===== src/rtl/sdram_frame_scheduler.sv =====
// Triple-buffered frame scheduler: arbitrates camera write bursts and display read bursts
// to the SDRAM command engine, and rotates banks on frame boundaries without tearing.
module sdram_frame_scheduler #(
   parameter int unsigned ADDR_W      = 22,
   parameter int unsigned FIFO_W      = 10,
   parameter int unsigned BURST_LEN   = 16,
   parameter int unsigned FRAME_WORDS = 307200,
   parameter int unsigned RD_DEPTH    = 512,
   parameter int unsigned RD_LOW_WM   = 64
) (
   input  logic              clk,
   input  logic              reset,
   input  logic              enable,
   input  logic [FIFO_W-1:0] wr_level,
   input  logic              wr_frame_start,
   input  logic [FIFO_W-1:0] rd_level,
   input  logic              rd_frame_start,
   output logic              cmd_valid,
   output logic              cmd_write,
   output logic [ADDR_W-1:0] cmd_addr,
   input  logic              cmd_ready,
   input  logic              cmd_done,
   output logic [1:0]        wr_bank,
   output logic [1:0]        rd_bank,
   output logic              frame_fresh,
   output logic [7:0]        drop_cnt
);

   localparam logic [FIFO_W-1:0] BURST_LVL  = FIFO_W'(BURST_LEN);
   localparam logic [FIFO_W-1:0] RD_MAX_LVL = FIFO_W'(RD_DEPTH - BURST_LEN);
   localparam logic [FIFO_W-1:0] LOW_WM_LVL = FIFO_W'(RD_LOW_WM);
   localparam logic [ADDR_W-1:0] FRAME_END  = ADDR_W'(FRAME_WORDS);
   localparam logic [ADDR_W-1:0] BURST_OFF  = ADDR_W'(BURST_LEN);

   typedef enum logic [1:0] {StIdle, StArb, StIssue, StWait} state_e;

   state_e            state_q, state_d;
   logic              cmd_valid_q, cmd_valid_d;
   logic              cmd_write_q, cmd_write_d;
   logic [ADDR_W-1:0] cmd_addr_q, cmd_addr_d;
   logic [1:0]        wr_bank_q, wr_bank_d;
   logic [1:0]        rd_bank_q, rd_bank_d;
   logic [1:0]        ready_bank_q, ready_bank_d;
   logic              frame_fresh_q, frame_fresh_d;
   logic [7:0]        drop_cnt_q, drop_cnt_d;
   logic [ADDR_W-1:0] wr_off_q, wr_off_d;
   logic [ADDR_W-1:0] rd_off_q, rd_off_d;
   logic              wr_pend_q, wr_pend_d;
   logic              rd_pend_q, rd_pend_d;
   logic              last_write_q, last_write_d;

   logic              wr_elig, rd_elig, rd_urgent, grant_write;

   function automatic logic [ADDR_W-1:0] bank_base(input logic [1:0] bank);
      case (bank)
         2'd1:    bank_base = FRAME_END;
         2'd2:    bank_base = FRAME_END + FRAME_END;
         default: bank_base = '0;
      endcase
   endfunction

   assign wr_elig   = (wr_level >= BURST_LVL) && (wr_off_q < FRAME_END);
   assign rd_elig   = (rd_level <= RD_MAX_LVL) && (rd_off_q < FRAME_END);
   assign rd_urgent = rd_elig && (rd_level < LOW_WM_LVL);

   always_comb begin
      state_d       = state_q;
      cmd_valid_d   = cmd_valid_q;
      cmd_write_d   = cmd_write_q;
      cmd_addr_d    = cmd_addr_q;
      wr_bank_d     = wr_bank_q;
      rd_bank_d     = rd_bank_q;
      ready_bank_d  = ready_bank_q;
      frame_fresh_d = frame_fresh_q;
      drop_cnt_d    = drop_cnt_q;
      wr_off_d      = wr_off_q;
      rd_off_d      = rd_off_q;
      wr_pend_d     = wr_pend_q | wr_frame_start;
      rd_pend_d     = rd_pend_q | rd_frame_start;
      last_write_d  = last_write_q;
      grant_write   = 1'b0;

      case (state_q)
         StIdle: begin
            // Camera event first, so a coincident display event shows the frame just finished.
            if (wr_pend_q) begin
               if (wr_off_q == FRAME_END) begin
                  ready_bank_d  = wr_bank_q;
                  wr_bank_d     = 2'd3 - wr_bank_q - rd_bank_q;
                  frame_fresh_d = 1'b1;
               end else if (drop_cnt_q != 8'hff) begin
                  drop_cnt_d = drop_cnt_q + 8'd1;
               end
               wr_off_d = '0;
            end
            if (rd_pend_q) begin
               rd_off_d = '0;
               if (frame_fresh_d) begin
                  rd_bank_d     = ready_bank_d;
                  frame_fresh_d = 1'b0;
               end
            end
            wr_pend_d = wr_frame_start;
            rd_pend_d = rd_frame_start;
            state_d   = StArb;
         end
         StArb: begin
            if (!enable || !(wr_elig || rd_elig)) begin
               state_d = StIdle;
            end else begin
               // Urgent read wins; otherwise round-robin when both are eligible.
               grant_write  = !rd_urgent && wr_elig && (!rd_elig || !last_write_q);
               cmd_write_d  = grant_write;
               last_write_d = grant_write;
               cmd_addr_d   = grant_write ? bank_base(wr_bank_q) + wr_off_q
                                          : bank_base(rd_bank_q) + rd_off_q;
               cmd_valid_d  = 1'b1;
               state_d      = StIssue;
            end
         end
         StIssue: begin
            if (cmd_ready) begin
               cmd_valid_d = 1'b0;
               state_d     = StWait;
            end
         end
         StWait: begin
            if (cmd_done) begin
               if (cmd_write_q) wr_off_d = wr_off_q + BURST_OFF;
               else             rd_off_d = rd_off_q + BURST_OFF;
               state_d = StIdle;
            end
         end
         default: state_d = StIdle;
      endcase
   end

   always_ff @(posedge clk) begin
      if (reset) begin
         state_q       <= StIdle;
         cmd_valid_q   <= 1'b0;
         cmd_write_q   <= 1'b0;
         cmd_addr_q    <= '0;
         wr_bank_q     <= 2'd0;
         rd_bank_q     <= 2'd1;
         ready_bank_q  <= 2'd1;
         frame_fresh_q <= 1'b0;
         drop_cnt_q    <= 8'd0;
         wr_off_q      <= '0;
         rd_off_q      <= '0;
         wr_pend_q     <= 1'b0;
         rd_pend_q     <= 1'b0;
         last_write_q  <= 1'b0;
      end else begin
         state_q       <= state_d;
         cmd_valid_q   <= cmd_valid_d;
         cmd_write_q   <= cmd_write_d;
         cmd_addr_q    <= cmd_addr_d;
         wr_bank_q     <= wr_bank_d;
         rd_bank_q     <= rd_bank_d;
         ready_bank_q  <= ready_bank_d;
         frame_fresh_q <= frame_fresh_d;
         drop_cnt_q    <= drop_cnt_d;
         wr_off_q      <= wr_off_d;
         rd_off_q      <= rd_off_d;
         wr_pend_q     <= wr_pend_d;
         rd_pend_q     <= rd_pend_d;
         last_write_q  <= last_write_d;
      end
   end

   assign cmd_valid   = cmd_valid_q;
   assign cmd_write   = cmd_write_q;
   assign cmd_addr    = cmd_addr_q;
   assign wr_bank     = wr_bank_q;
   assign rd_bank     = rd_bank_q;
   assign frame_fresh = frame_fresh_q;
   assign drop_cnt    = drop_cnt_q;

endmodule


===== config.mk =====
export PLATFORM = sky130hd
export DESIGN_NAME = sdram_frame_scheduler
export DESIGN_NICKNAME = d
export VERILOG_FILES = /design/src/rtl/sdram_frame_scheduler.sv
export SDC_FILE = /design/constraint.sdc
export NUM_CORES = 1
export LEC_CHECK = 0
export ABC_CLOCK_PERIOD_IN_PS = 5200
export CAP_MARGIN = 20
export CORE_MARGIN = 10
export CORE_UTILIZATION = 40
export DETAILED_ROUTE_END_ITERATION = 12
export PLACE_DENSITY = 0.72
export SLEW_MARGIN = 20
export SYNTH_ARGS = -nofsm -noshare
export SYNTH_HDL_FRONTEND = slang
export SYNTH_SLANG_ARGS = --single-unit

===== constraint.sdc =====
create_clock -name clk -period 5.2 [get_ports clk]
set_clock_uncertainty 0.05 [all_clocks]
set_input_delay 1.04 -clock clk [delete_from_list [all_inputs] [get_ports clk]]
set_output_delay 1.04 -clock clk [all_outputs]
set_load 0.01 [all_outputs]

==> results.py <==
metrics = {
    "drt": {
        "drtAntennaViolNets": 0,
        "num_vias": 4033,
        "drt_iter0_markers": 225,
        "routed_wl_microns": 11110,
        "drt-pass1-iter-count": 5,
        "vias_per_cell": 5.465,
        "drc": 0,
        "wire_per_inst_microns": 15.06,
    },
    "logic_synthesis": {
        "yosysWarnings": 0,
        "avgSynthCellArea_sq_um": 8.030,
        "synth_top_flop_cell": "dfxtp_1",
        "syn-cell-area_sq_um": 4481,
        "ys_async_sr_fraction_pct": 0,
        "yosysSeqAreaShare_pct": 33.51,
        "syn_inst": 558,
        "synth-edff-count": 0,
        "synth_seq_cells": 75,
        "yosysUniqueCellTypes": 65,
    },
    "sta": {
        "tightestPinTransition_ps": 811.7,
        "setup_slack_ps": 1940,
        "finalHoldViolCount": 0,
        "setup_viol": 0,
        "finalCriticalPeriod_ps": 3260,
        "max_slew_margin_pct": 45.77,
        "tns_ps": 0,
        "max_freq_mhz": 306.8,
        "grt_setup_unrepaired": "false",
        "drv_slew": 0,
        "fin_crit_sh_pct": 62.69,
    },
    "finish": {
        "nFillCells": 1031,
        "regArea_sq_um": 1501,
        "multiInputGateArea_sq_um": 2700,
        "final_nets": 637,
        "areaGrowthSynthToFinish_pct": 16.20,
        "drive_gt1_share_pct": 6.355,
        "antennaDiodeCount": 0,
    },
    "worst_setup_path": {
        "worstSetupStartpointType": "input pin",
        "end_kind": "flop",
        "path_class": "in -> reg",
        "cp.arrival_ps": 3450,
        "crit_fanout": 28,
        "critPathRequiredTime_ps": 5390,
        "r2r-start": "wr_bank[1]",
        "r2r-end": "cmd_addr[20]",
        "rrSetupSlack_ps": 2320,
        "r2r_cells": 9,
    },
    "run_status": {
        "status": "completed",
    },
    "clocking": {
        "cts_buffers": 9,
        "postCtsResizedCells": 0,
        "clock_path_buffers": 2,
        "cts_tree": "built",
        "path_clk_slew_ps": 80,
        "cts_root_buffer": "clkbuf_8",
        "post_cts_buffers": 0,
        "ctsHoldBuffers": 0,
        "cts_sinks": 75,
        "insertion_delay_ps": 360,
        "h-tree-depth": 3,
    },
    "grt": {
        "gr-total-overflow": 0,
        "grt_usage_pct": 13.52,
        "grt_max_degree": 29,
        "grt_pass1_vias": 3710,
        "grt_pass1_wl_microns": 18320,
        "antenna_found_initial": 0,
    },
    "power_and_ir_drop": {
        "power.total_w": 0.001168,
        "power_density_nw_per_um2": 224.4,
        "leakage_nw": 1.806,
        "irDropWorstVdd_mv": 0.1428,
    },
    "flow_run": {
        "cap_violations": 0,
    },
    "worst_hold_path": {
        "hold_depth": 2,
        "min_to": "cmd_addr[12]",
        "min_from": "cmd_addr[12]",
        "worstHoldPathType": "reg -> reg",
    },
    "placement": {
        "place_ws_ps": 1579,
        "port_buffers": 55,
        "dpl.hpwl_microns": 8358,
        "place.gp.congestion": 0.8805,
    },
    "floorplanning": {
        "die_h_microns": 125.8,
        "core_sq_um": 10890,
        "io_pins": 64,
        "row_count": 38,
        "start_util_pct": 41.15,
        "die_w_microns": 125.8,
        "die_area_sq_um": 15830,
    },
}
cells by family (layout without fill, tap and decap cells):
| kind of cell | after synthesis | count (layout) | share of synthesized area [%] |
|---|---|---|---|
| AND/OR/NAND/NOR | 248 | 248 | 27.93 |
| AO/OA/AOI/OAI | 106 | 106 | 16.03 |
| other | 1 | 4 | 0.08370 |
| buffers and inverters | 56 | 93 | 6.479 |
| flip-flops | 75 | 75 | 33.51 |
| multiplexers | 5 | 5 | 1.117 |
| adder cells (fa/ha/maj) | 17 | 17 | 5.082 |
| XOR/XNOR | 50 | 50 | 9.774 |
layout make-up:
class                           count  share of cell area [%]
Multi-Input combinational cell    430                   51.86
Sequential cell                    75                   28.84
Timing Repair Buffer               56                   10.72
Tap cell                          140                   3.365
Clock buffer                       10                   2.451
Inverter                           21                   1.514
Clock inverter                      6                   1.250
cells in the mapped netlist (3+ instances only):
cell | n | area (sq um)
nor3b_1 | 4 | 30.03
a211oi_1 | 3 | 22.52
a21oi_1 | 34 | 170.2
dfxtp_1 | 75 | 1501
nand2_1 | 59 | 221.5
nor4_1 | 6 | 37.54
clkbuf_1 | 18 | 67.56
o2111ai_1 | 3 | 26.28
inv_1 | 21 | 78.83
or2_2 | 5 | 31.28
or3_1 | 13 | 81.33
and3_1 | 6 | 37.54
xor2_1 | 29 | 254.0
xnor2_1 | 21 | 183.9
nand3_1 | 18 | 90.09
buf_2 | 4 | 20.02
mux2i_1 | 5 | 50.05
clkbuf_8 | 3 | 41.29
nand2b_1 | 6 | 37.54
a21o_1 | 3 | 22.52
ha_1 | 15 | 187.7
nand4_1 | 15 | 93.84
o211ai_1 | 6 | 45.04
nand3b_1 | 5 | 37.54
o221ai_1 | 3 | 26.28
buf_6 | 4 | 45.04
a31oi_1 | 8 | 50.05
buf_4 | 4 | 30.03
nor3_1 | 10 | 50.05
o21ai_0 | 20 | 100.1
a311oi_2 | 5 | 75.07
a311oi_1 | 4 | 35.03
nor2_1 | 78 | 292.8
where the power goes:
group / total [W] / internal (W) / switching (W)
registers: 0.000599 / 0.000586 / 0.0000126
clock network: 0.000456 / 0.000223 / 0.000233
logic: 0.000113 / 0.0000527 / 0.0000603
sequential cells by signal, indices dropped and copies added, names as in the netlist:
signal and count:
wr_pend_q 1, rd_off_q 18, last_write_q 1, state_q 2, rd_pend_q 1, cmd_valid 1
wr_off_q 18, frame_fresh 1, cmd_addr 18, rd_bank 2, ready_bank_q 2, drop_cnt 8
wr_bank 2
metrics by stage:
stage | hold WS, ps | area, sq um | cells | util (%)
4_1_cts | 416.9 | 5206 | 738 | 47.82
3_3_place_gp | 393.0 | 5014 | 722 | 46.05
5_1_grt | 437.3 | 5206 | 738 | 47.82
2_1_floorplan | 385.3 | 4492 | 561 | -
3_5_place_dp | 404.0 | 5014 | 722 | 46.05
6_report | 407.2 | 5206 | 738 | 47.82
worst max path at each step:
stage	start	endpoint	cells past startpoint
finish	rd_level[1]	cmd_addr[20]	7
global route	rd_level[0]	cmd_addr[5]	7
CTS	rd_level[1]	cmd_addr[20]	7
detailed placement	rd_level[1]	cmd_addr[20]	7
global placement	rd_level[9]	cmd_addr[20]	6
floorplan	rd_level[9]	cmd_addr[9]	6
routing by layer:
layer	share of wire (%)	GRT usage (%)	vias up	routed length (microns)
met5	0	0	-	0
met2	47	22.90	107	5278
met3	6.6	4.111	11	733
met1	45	16.43	1896	4985
met4	1.0	3.081	0	116
li1	-	-	2019	-
critical path, cell delays in order:
cell and delay [ps]:
clkdlybuf4s50_1 420, nor4_1 300, nor3_1 150, or3_4 430, a21oi_4 660, nor2_1 80, a2111oi_1 360
cells in the final DEF, fill, tap and decap left out, drive strengths merged, types with 3 or more instances in the layout:
cell type and n:
a21o 3, or3 15, mux2i 5, a21oi 35, clkinv 3, nor3b 5, o2111ai 3, xor2 29
nor3 10, o21ai 20, a211oi 3, or2 5, nand3 19, nor2 79, conb 4, nand2b 6
o211ai 6, a31oi 8, and4 3, nand2 60, and3 6, inv 22, dfxtp 75, o221ai 3
xnor2 21, nor4 7, clkbuf 10, or4 3, a311oi 9, nand3b 5, clkdlybuf4s50 55, nand4 15
ha 15
(Power assumes the default switching activity.)
